`src/rtl/udma_ext_per_arb_pkg.sv`:
```
// Shared types and constants for the external-peripheral RX arbiter.
// Contents: FSM state enum, uDMA datasize type, source-count ceiling and
// beat counter width.
package udma_ext_per_arb_pkg;

  localparam int unsigned NB_SRC_MAX = 8;
  localparam int unsigned BEAT_CNT_W = 8;

  typedef enum logic [0:0] {
    ST_IDLE = 1'b0,
    ST_XFER = 1'b1
  } arb_state_e;

  typedef logic [1:0] datasize_t;

endpackage

```
`src/rtl/udma_ext_per_rr_picker.sv`:
```
// Combinational round-robin first-one search.
// Ports:
//   i_req          per-source request vector
//   i_last_owner   most recently granted source; search starts just above it
//   o_grant_idx    selected source (0 when nothing requests)
//   o_grant_valid  at least one request is set
module udma_ext_per_rr_picker
  import udma_ext_per_arb_pkg::*;
#(
  parameter  int unsigned NB_SRC = 4,
  localparam int unsigned IDX_W  = $clog2(NB_SRC)
) (
  input  logic [NB_SRC-1:0] i_req,
  input  logic [IDX_W-1:0]  i_last_owner,
  output logic [IDX_W-1:0]  o_grant_idx,
  output logic              o_grant_valid
);

  logic [IDX_W-1:0] w_idx;

  // Walk last_owner+1 .. last_owner+NB_SRC (mod NB_SRC); last_owner is visited last.
  always_comb begin
    o_grant_idx   = '0;
    o_grant_valid = 1'b0;
    w_idx         = '0;
    for (int unsigned k = 1; k <= NB_SRC; k++) begin
      w_idx = IDX_W'((32'(i_last_owner) + k) % NB_SRC);
      if (!o_grant_valid && i_req[w_idx]) begin
        o_grant_idx   = w_idx;
        o_grant_valid = 1'b1;
      end
    end
  end

endmodule

```
`src/rtl/udma_ext_per_rx_arbiter.sv`:
```
// Round-robin burst arbiter sharing the uDMA RX channel among NB_SRC producers.
// A grant is held for up to BURST_LEN beats, then ownership rotates; beats go
// out through a one-entry register stage.
// Ports:
//   clk_i, rst_i              clock, asynchronous active-high reset
//   cfg_en_i, cfg_src_mask_i  arbiter enable, per-source grant enable
//   src_data_i/_datasize_i    flattened per-source beat payload
//   src_valid_i/src_ready_o   per-source handshake (ready is one-hot or zero)
//   data_rx_*                 registered beat towards uDMA RX
//   owner_o, busy_o           current/last owner, high while transferring
//   burst_done_o              pulse in the first IDLE cycle after a burst
module udma_ext_per_rx_arbiter
  import udma_ext_per_arb_pkg::*;
#(
  parameter  int unsigned NB_SRC     = 4,
  parameter  int unsigned DATA_WIDTH = 32,
  parameter  int unsigned BURST_LEN  = 8,
  localparam int unsigned IDX_W      = $clog2(NB_SRC)
) (
  input  logic                         clk_i,
  input  logic                         rst_i,
  input  logic                         cfg_en_i,
  input  logic [NB_SRC-1:0]            cfg_src_mask_i,
  input  logic [NB_SRC*DATA_WIDTH-1:0] src_data_i,
  input  logic [NB_SRC*2-1:0]          src_datasize_i,
  input  logic [NB_SRC-1:0]            src_valid_i,
  output logic [NB_SRC-1:0]            src_ready_o,
  output logic [DATA_WIDTH-1:0]        data_rx_o,
  output logic [1:0]                   data_rx_datasize_o,
  output logic                         data_rx_valid_o,
  input  logic                         data_rx_ready_i,
  output logic [IDX_W-1:0]             owner_o,
  output logic                         busy_o,
  output logic                         burst_done_o
);

  arb_state_e              r_state;
  arb_state_e              w_state_nxt;
  logic [IDX_W-1:0]        r_owner;
  logic [IDX_W-1:0]        r_last_owner;
  logic [BEAT_CNT_W-1:0]   r_beat_cnt;
  logic [DATA_WIDTH-1:0]   r_data;
  datasize_t               r_dsize;
  logic                    r_valid;
  logic                    r_burst_done;

  logic [NB_SRC-1:0]       w_req;
  logic [IDX_W-1:0]        w_grant_idx;
  logic                    w_grant_valid;
  logic                    w_grant;
  logic                    w_owner_valid;
  logic                    w_ready;
  logic                    w_accept;
  logic                    w_last_beat;
  logic                    w_xfer_end;
  logic [DATA_WIDTH-1:0]   w_src_data  [NB_SRC];
  datasize_t               w_src_dsize [NB_SRC];

  // Unpack the flattened per-source payload buses.
  for (genvar g = 0; g < NB_SRC; g++) begin : g_unpack
    assign w_src_data[g]  = src_data_i[g*DATA_WIDTH +: DATA_WIDTH];
    assign w_src_dsize[g] = src_datasize_i[g*2 +: 2];
  end

  assign w_req = src_valid_i & cfg_src_mask_i;

  udma_ext_per_rr_picker #(
    .NB_SRC (NB_SRC)
  ) u_picker (
    .i_req         (w_req),
    .i_last_owner  (r_last_owner),
    .o_grant_idx   (w_grant_idx),
    .o_grant_valid (w_grant_valid)
  );

  // Ready depends only on state/owner/enable and the output stage, never on src_valid_i.
  assign w_grant       = cfg_en_i & w_grant_valid;
  assign w_owner_valid = src_valid_i[r_owner];
  assign w_ready       = (r_state == ST_XFER) & cfg_en_i & (~r_valid | data_rx_ready_i);
  assign w_accept      = w_ready & w_owner_valid;
  assign w_last_beat   = (r_beat_cnt == BEAT_CNT_W'(BURST_LEN - 1));
  // Mask bits are ignored here: a burst in flight ends only on length, gap or disable.
  assign w_xfer_end    = (w_accept & w_last_beat) | ~w_owner_valid | ~cfg_en_i;

  assign src_ready_o        = w_ready ? (NB_SRC'(1) << r_owner) : '0;
  assign data_rx_o          = r_data;
  assign data_rx_datasize_o = r_dsize;
  assign data_rx_valid_o    = r_valid;
  assign owner_o            = r_owner;
  assign busy_o             = (r_state == ST_XFER);
  assign burst_done_o       = r_burst_done;

  // State register.
  always_ff @(posedge clk_i or posedge rst_i) begin
    if (rst_i) r_state <= ST_IDLE;
    else       r_state <= w_state_nxt;
  end

  // Next-state logic.
  always_comb begin
    w_state_nxt = r_state;
    case (r_state)
      ST_IDLE: if (w_grant)    w_state_nxt = ST_XFER;
      ST_XFER: if (w_xfer_end) w_state_nxt = ST_IDLE;
      default:                 w_state_nxt = ST_IDLE;
    endcase
  end

  // Ownership and beat counting; last_owner resets to the top so source 0 wins first.
  always_ff @(posedge clk_i or posedge rst_i) begin
    if (rst_i) begin
      r_owner      <= '0;
      r_last_owner <= IDX_W'(NB_SRC - 1);
      r_beat_cnt   <= '0;
      r_burst_done <= 1'b0;
    end else begin
      r_burst_done <= (r_state == ST_XFER) & w_xfer_end;
      if ((r_state == ST_IDLE) && w_grant) begin
        r_owner      <= w_grant_idx;
        r_last_owner <= w_grant_idx;
        r_beat_cnt   <= '0;
      end else if (w_accept) begin
        r_beat_cnt   <= r_beat_cnt + BEAT_CNT_W'(1);
      end
    end
  end

  // One-entry output stage; payload holds while stalled, reload on drain+accept.
  always_ff @(posedge clk_i or posedge rst_i) begin
    if (rst_i) begin
      r_data  <= '0;
      r_dsize <= '0;
      r_valid <= 1'b0;
    end else if (w_accept) begin
      r_data  <= w_src_data[r_owner];
      r_dsize <= w_src_dsize[r_owner];
      r_valid <= 1'b1;
    end else if (data_rx_ready_i) begin
      r_valid <= 1'b0;
    end
  end

endmodule

```
`config.mk`:
```
export PLATFORM = sky130hd
export DESIGN_NAME = udma_ext_per_rx_arbiter
export DESIGN_NICKNAME = d
export VERILOG_FILES = /design/src/rtl/udma_ext_per_arb_pkg.sv /design/src/rtl/udma_ext_per_rr_picker.sv /design/src/rtl/udma_ext_per_rx_arbiter.sv
export SDC_FILE = /design/constraint.sdc
export NUM_CORES = 1
export LEC_CHECK = 0
export ABC_CLOCK_PERIOD_IN_PS = 1700
export BUFFER_PORTS_ARGS = -buffer_cell sky130_fd_sc_hd__buf_2
export CAP_MARGIN = 20
export CORE_MARGIN = 5
export CORE_UTILIZATION = 39
export CTS_CLUSTER_DIAMETER = 150
export DETAILED_ROUTE_END_ITERATION = 8
export PLACE_DENSITY = 0.76
export SETUP_SLACK_MARGIN = 0.5
export SLEW_MARGIN = 20
export SYNTH_ARGS = -nofsm -noshare
export SYNTH_HDL_FRONTEND = slang
export SYNTH_SLANG_ARGS = --single-unit
```
`constraint.sdc`:
```
create_clock -name clk_i -period 1.7 [get_ports clk_i]
set_input_delay 0.34 -clock clk_i [delete_from_list [all_inputs] [get_ports clk_i]]
set_output_delay 0.34 -clock clk_i [all_outputs]
set_load 0.05 [all_outputs]
```
* After elaboration in Yosys (flattened, before gate mapping) *
Index checks and enable logic that the tools add are counted.

cells by class
  add/subtract/negate cells = 5
  multiply operators = 0
  div/mod/pow operators = 0
  magnitude comparators = 6
  eq/ne operators = 1
  shift operators = 1
  multiplexer cells = 32
  bitwise logic cells = 15
  reductions and logical operators = 9

operators by type and width
  operator                                                  number
  binary-select mux 32 bit (select 2 bit)                   1
  2-to-1 mux 32 bit                                         2
  2-to-1 mux 8 bit                                          2
  < comparator 2 x 3 -> 1 bit, second input constant        5
  2-to-1 mux 1 bit                                          13
  2-to-1 mux 2 bit                                          6
  binary-select mux 1 bit (select 2 bit)                    5
  adder 8 x 1 -> 8 bit, second input constant               1
  == test 8 x 3 -> 1 bit, second input constant             1
  AND 1 bit                                                 6
  adder 2 x 1 -> 2 bit, second input constant               2
  adder 2 bit, second input constant                        2
  AND 4 bit                                                 1
  binary-select mux 2 bit (select 2 bit)                    1
  logical AND 1 bit                                         4
  2-to-1 mux 4 bit                                          1
  NOT 1 bit                                                 4
  nonzero test 2 bit                                        2
  left shift 1 x 2 -> 4 bit, first input constant           1
  greater-or-equal comparator 3 bit, second input constant  1
  zero test 1 bit                                           3
  NOT 2 -> 3 bit                                            1
  bitwise OR 1 bit                                          3
  one-hot mux 1 bit (2 select lines)                        1

storage, ports and cells
  flip-flop bits (word level) = 49
  latch bits = 0
  memory bits (writable) = 0
  bits in read-only memories = 0
  input bits = 148
  output and inout port bits = 43
  word-level logic and storage cells = 77
  memories kept = 0

* Depth between registers and ports, before layout *
  depth in word-level cells = 16
  gate-level depth with buffers = 7
  gate-level depth less buffers = 5

* Hierarchy *
From an unflattened synthesis, not the netlist that was laid out.

second synthesis, totals
  cells, all modules = 209
  area total of the unflattened synthesis = 2,889.0 sq um

by module, submodules not included
  module                   instances  cells an instance  area an instance (sq um)  sequential area each (sq um)
  udma_ext_per_rx_arbiter  1          195                2,797.7                   1,228.7
  udma_ext_per_rr_picker   1          14                 91.3                      0.0

* Worst setup path after synthesis *
OpenSTA, ideal clock, no wires.

  path type = flip-flop to output port
  from = reg r_owner[1], in the netlist owner_o[1]
  to = out src_ready_o[0]
  arrival = 2.341 ns
  required time = 1.360 ns
  slack = -0.981 ns
  cell stages (with the launch flop) = 5
  buffers on the path = 3
  cell sequence = dfrtp_1 buf_6 buf_2 buf_1 nor3b_1

on the way
  word-level cells in the longest chain between the ends = 2

ends and longest elaborated chain
  element                    line                            text
  from (decl)                udma_ext_per_rx_arbiter.sv:39   logic [IDX_W-1:0] r_owner;
  from (signal assigned)     udma_ext_per_rx_arbiter.sv:119  r_owner <= w_grant_idx;
  left shift 1 x 2 -> 4 bit  udma_ext_per_rx_arbiter.sv:85   assign src_ready_o = w_ready ? (NB_SRC'(1) << r_owner) : '0;
  2-to-1 mux 4 bit           udma_ext_per_rx_arbiter.sv:85
  to (decl)                  udma_ext_per_rx_arbiter.sv:27   output logic [NB_SRC-1:0] src_ready_o,

Every way passes these cells.

* Worst setup path after layout *
  from = reg r_owner[0], in the netlist owner_o[0]
  to = reg r_beat_cnt[5]

on the way
  word-level cells in the longest chain between the ends = 4

ends and longest elaborated chain
  element                                 line                            text
  binary-select mux 1 bit (select 2 bit)  udma_ext_per_rx_arbiter.sv:78   assign w_owner_valid = src_valid_i[r_owner];
  2-to-1 mux 1 bit (not written as such)  udma_ext_per_rx_arbiter.sv:78
  AND 1 bit                               udma_ext_per_rx_arbiter.sv:80   assign w_accept = w_ready & w_owner_valid;
  nonzero test 2 bit (no source line)     --
  to (signal assigned)                    udma_ext_per_rx_arbiter.sv:123  r_beat_cnt <= r_beat_cnt + BEAT_CNT_W'(1);
  to (decl)                               udma_ext_per_rx_arbiter.sv:41   logic [BEAT_CNT_W-1:0] r_beat_cnt;

Every way passes these cells. The select of a mux whose other input is x is not followed.
A chain may end at the register's enable or synchronous reset.

==> results.py <==
metrics = {
    "synthesis": {
        "synth_top_area_cell": "sky130_fd_sc_hd__dfrtp_1",
        "synthDistinctLibCells": 42,
        "synth_top_flop_cell": "sky130_fd_sc_hd__dfrtp_1",
        "most_area_consuming_cells_after_synthesis": "sky130_fd_sc_hd__dfrtp_1 (39%), sky130_fd_sc_hd__mux4_2 (26%), sky130_fd_sc_hd__mux2_2 (11%), sky130_fd_sc_hd__mux2_1 (1.8%), sky130_fd_sc_hd__dfstp_2 (1.7%)",
        "yosys_register_bits": 49,
        "synth_seq_area_share_pct": 40.3,
        "netlist.area_leader.share_pct": 38.6,
        "synthTopCellsByCount": "sky130_fd_sc_hd__dfrtp_1 (47), sky130_fd_sc_hd__mux4_2 (35), sky130_fd_sc_hd__mux2_2 (31)",
        "syn_area_um2": 3050,
        "dominant_cell_by_count_in_the_synthesized_netlist": "sky130_fd_sc_hd__dfrtp_1",
        "yosysWarnings": 0,
        "netlist_instances": 222,
        "synth_enable_flop_cells": 0,
        "postSynthNetCount": 371,
        "async_flop_share_pct": 100,
        "synthesis.area_per_instance_um2": 13.7,
    },
    "floorplan": {
        "dieWidth_um": 98.4,
        "design.die.area_um2": 9680,
        "initial_core_util_pct": 39.8,
        "die_h_um": 98.4,
        "ioPinCount": 191,
        "core_area_um2": 7650,
        "std_cell_rows": 32,
    },
    "critical_path": {
        "timing.critical_path.required_ps": 1940,
        "cp-start-kind": "flop",
        "r2r_cells": 5,
        "critPathKind": "flop to flop",
        "reg2reg_to": "r_beat_cnt[5]$_DFFE_PP0P_",
        "capture_point_of_the_critical_path": "r_beat_cnt[5]$_DFFE_PP0P_",
        "timing.critical_path.arrival_ps": 2050,
        "slowest_cp_cell": "sky130_fd_sc_hd__or4_4",
        "critPathMaxStageDelay_ps": 530,
        "path_cells": "buf_4, buf_12, mux2_4, or4_4, a21oi_2",
        "crit_path_end_kind": "flop",
        "timing.rr.start": "owner_o[0]$_DFFE_PP0P_",
        "crit_path_max_fanout": 7,
        "r2r_setup_slack_ps": -120,
        "setup.worst_path.start": "owner_o[0]$_DFFE_PP0P_",
    },
    "power_and_ir_drop": {
        "seqPwrFrac_pct": 20.9,
        "power_frac_clock_pct": 7.0,
        "power.combinational.fraction_pct": 72.1,
        "power.switching_fraction_pct": 42.9,
        "worst_ir_drop_vdd_v": 0.000965,
        "total_switching_power_mw": 4.41,
        "cellPowerDensity_nw_per_um2": 1820,
        "power_leakage_nw": 2.82,
        "intPower_mw": 5.87,
    },
    "cells_and_area": {
        "area_growth_syn_to_layout_pct": 85.2,
        "number_of_nets_at_the_end_of_the_flow": 629,
        "post_route_cells_drive_above_1_share_pct": 78.8,
        "finish.instance_area_um2": 5640,
    },
    "route": {
        "viasPerCell": 5.35,
        "post-route-drc-count": 0,
        "wire_per_inst_um": 21.4,
        "detailedRoute.firstPassIterationCount": 5,
        "detail_route.iter0.violations": 103,
        "total_via_count_in_the_routed_design": 3126,
        "antenna_violating_nets_post_route": 0,
        "finalWirelength_mm": 12.5,
    },
    "clock_network": {
        "cts.reportedPaths.clkPinSlew_ps": 100,
        "ctsRootBufferMaster": "sky130_fd_sc_hd__clkbuf_8",
        "cts_made_buffers": 5,
        "later_pin_clock_latency_in_the_skew_report_ps": 310,
        "cts_tree": "yes",
        "cts-root-to-sink-buffers": 2,
        "postCtsHoldBufs": 0,
        "cts.sink_count": 49,
        "cts.htree.levels": 2,
    },
    "global_routing": {
        "first_global_vias": 3364,
        "grt_start_max_net_pins": 50,
        "gr-usage-all-layers_pct": 22.6,
        "grt_pass1_wl_mm": 17.4,
        "antenna_found_initial": 1,
        "gr-total-overflow": 0,
    },
    "timing": {
        "timing.final.max_slew_violations": 0,
        "worst_slack_ps": -116,
        "period_needed_ps": 1820,
        "finalHoldViolations": 0,
        "timing_worst_slew_pin_value_ps": 444,
        "achievable-frequency_ghz": 0.551,
        "skew_ps": 12.2,
        "grt_setup_unrepaired": "true",
        "slew-limit-headroom_pct": 70.2,
        "setup_failing_eps_final": 40,
        "final_min_period_over_clock_period_pct": 107,
        "totalNegativeSetupSlack_ps": -1670,
    },
    "placement": {
        "post-dp-hpwl_mm": 7.68,
        "post_dp_cell_area_um2": 4330,
        "placement.setup.worst_slack_ps": -46.2,
        "port_buffers": 190,
        "gpl.final_weighted_congestion": 0.844,
    },
    "run": {
        "cap_viol_max_count": 0,
    },
    "min_path": {
        "hp-class": "input pin to asynchronous set/reset pin",
    },
    "outcome": {
        "failed_checks": "negative setup slack",
        "outcome": "finished, violations left",
    },
}
==> power by group through the flow <==
stage	registers (mW)	logic [mW]	clock network [mW]
2_1_floorplan	3.55	2.33	0
3_3_place_gp	2.00	4.83	0
3_5_place_dp	2.02	4.94	0
4_1_cts	2.08	6.76	0.715
5_1_grt	2.19	7.73	0.778
6_report	2.14	7.41	0.721
==> cells in the final DEF, fill, tap and decap left out, drive strengths merged, types with 2 or more instances in the layout <==
master / count
inv: 4
nand3: 8
nand2b: 4
buf: 263
a211oi: 2
nand2: 10
a31oi: 3
nand4: 2
mux4: 35
mux2: 36
o211ai: 2
nor2: 12
a311oi: 2
a21oi: 5
dfrtp: 47
or4: 5
and2: 5
clkbuf: 8
o31ai: 4
mux2i: 4
bufbuf: 2
o21ai: 2
dfstp: 2
==> stage by stage <==
step	total power, mW	utilization (%)	std cells	hold slack, ps
2_1_floorplan	5.88	-	222	375
3_3_place_gp	6.83	56.7	517	423
3_5_place_dp	6.96	56.7	517	432
4_1_cts	9.56	69.0	564	101
5_1_grt	10.7	73.8	584	125
6_report	10.3	73.8	584	109
==> per-layer routing <==
metal  GRT usage (%)  vias to the layer above  wire length, um  part of all wire (%)
li1                -                     1396                -                     -
met1            25.3                     1555             4500                    36
met2            42.3                      152             6880                    55
met3            5.50                       23              799                   6.4
met4            6.62                        0              328                   2.6
met5               0                        -                0                     0
==> cell families (layout without fill, tap and decap cells) <==
family | Yosys count | after routing | share of synthesized area (%)
muxes | 75 | 75 | 40.5
other | 0 | 1 | 0
and+or+nand+nor | 52 | 52 | 9.12
xor gates and xnor gates | 1 | 1 | 0.288
buffers and inverters | 20 | 279 | 4.03
adders and majority gates | 1 | 1 | 0.411
AOI/OAI and AO/OA | 24 | 24 | 5.30
DFF | 49 | 49 | 40.3
==> final cells by class <==
type / count / area [um^2]
clock buffer: 6 / 72.6
clock inverter: 2 / 13.8
sequential: 49 / 1230
multi-input combinational: 153 / 2010
antenna: 1 / 2.50
timing repair buffer: 267 / 2160
inverter: 4 / 18.8
tap: 102 / 128
fill: 484 / 2010
==> worst max-delay path: cells and delay by family (launching register included) <==
family                 cells  cell delay [ps]
and+or+nand+nor            1              530
buffers and inverters      2              280
DFF                        1              460
muxes                      1              340
AOI/OAI and AO/OA          1              140
==> state kept, by name (all words and copies together) (netlist names) <==
name	cells
data_rx_o	32
r_last_owner	2
data_rx_valid_o	1
busy_o	1
burst_done_o	1
r_beat_cnt	8
data_rx_datasize_o	2
owner_o	2
==> repair_timing <==
| item | CTS | global route |
|---|---|---|
| gates cloned | 4 | 2 |
| pin swaps | 10 | 5 |
| endpoints found under the setup margin | 92 | 92 |
| resized for setup | 123 | 40 |
| buffers inserted | 35 | 17 |
==> how the worst min path moves through the flow <==
stage / from / to / slack, ps / depth (start not counted)
2_1_floorplan: rst_i / burst_done_o$_DFF_PP0_ / 380 / 1
3_3_place_gp: rst_i / data_rx_o[18]$_DFFE_PP0P_ / 420 / 3
3_5_place_dp: rst_i / data_rx_o[21]$_DFFE_PP0P_ / 430 / 3
4_1_cts: rst_i / data_rx_o[12]$_DFFE_PP0P_ / 100 / 3
5_1_grt: rst_i / data_rx_o[5]$_DFFE_PP0P_ / 120 / 3
6_report: rst_i / data_rx_o[25]$_DFFE_PP0P_ / 110 / 3
Power figures use the tool's default switching activity.
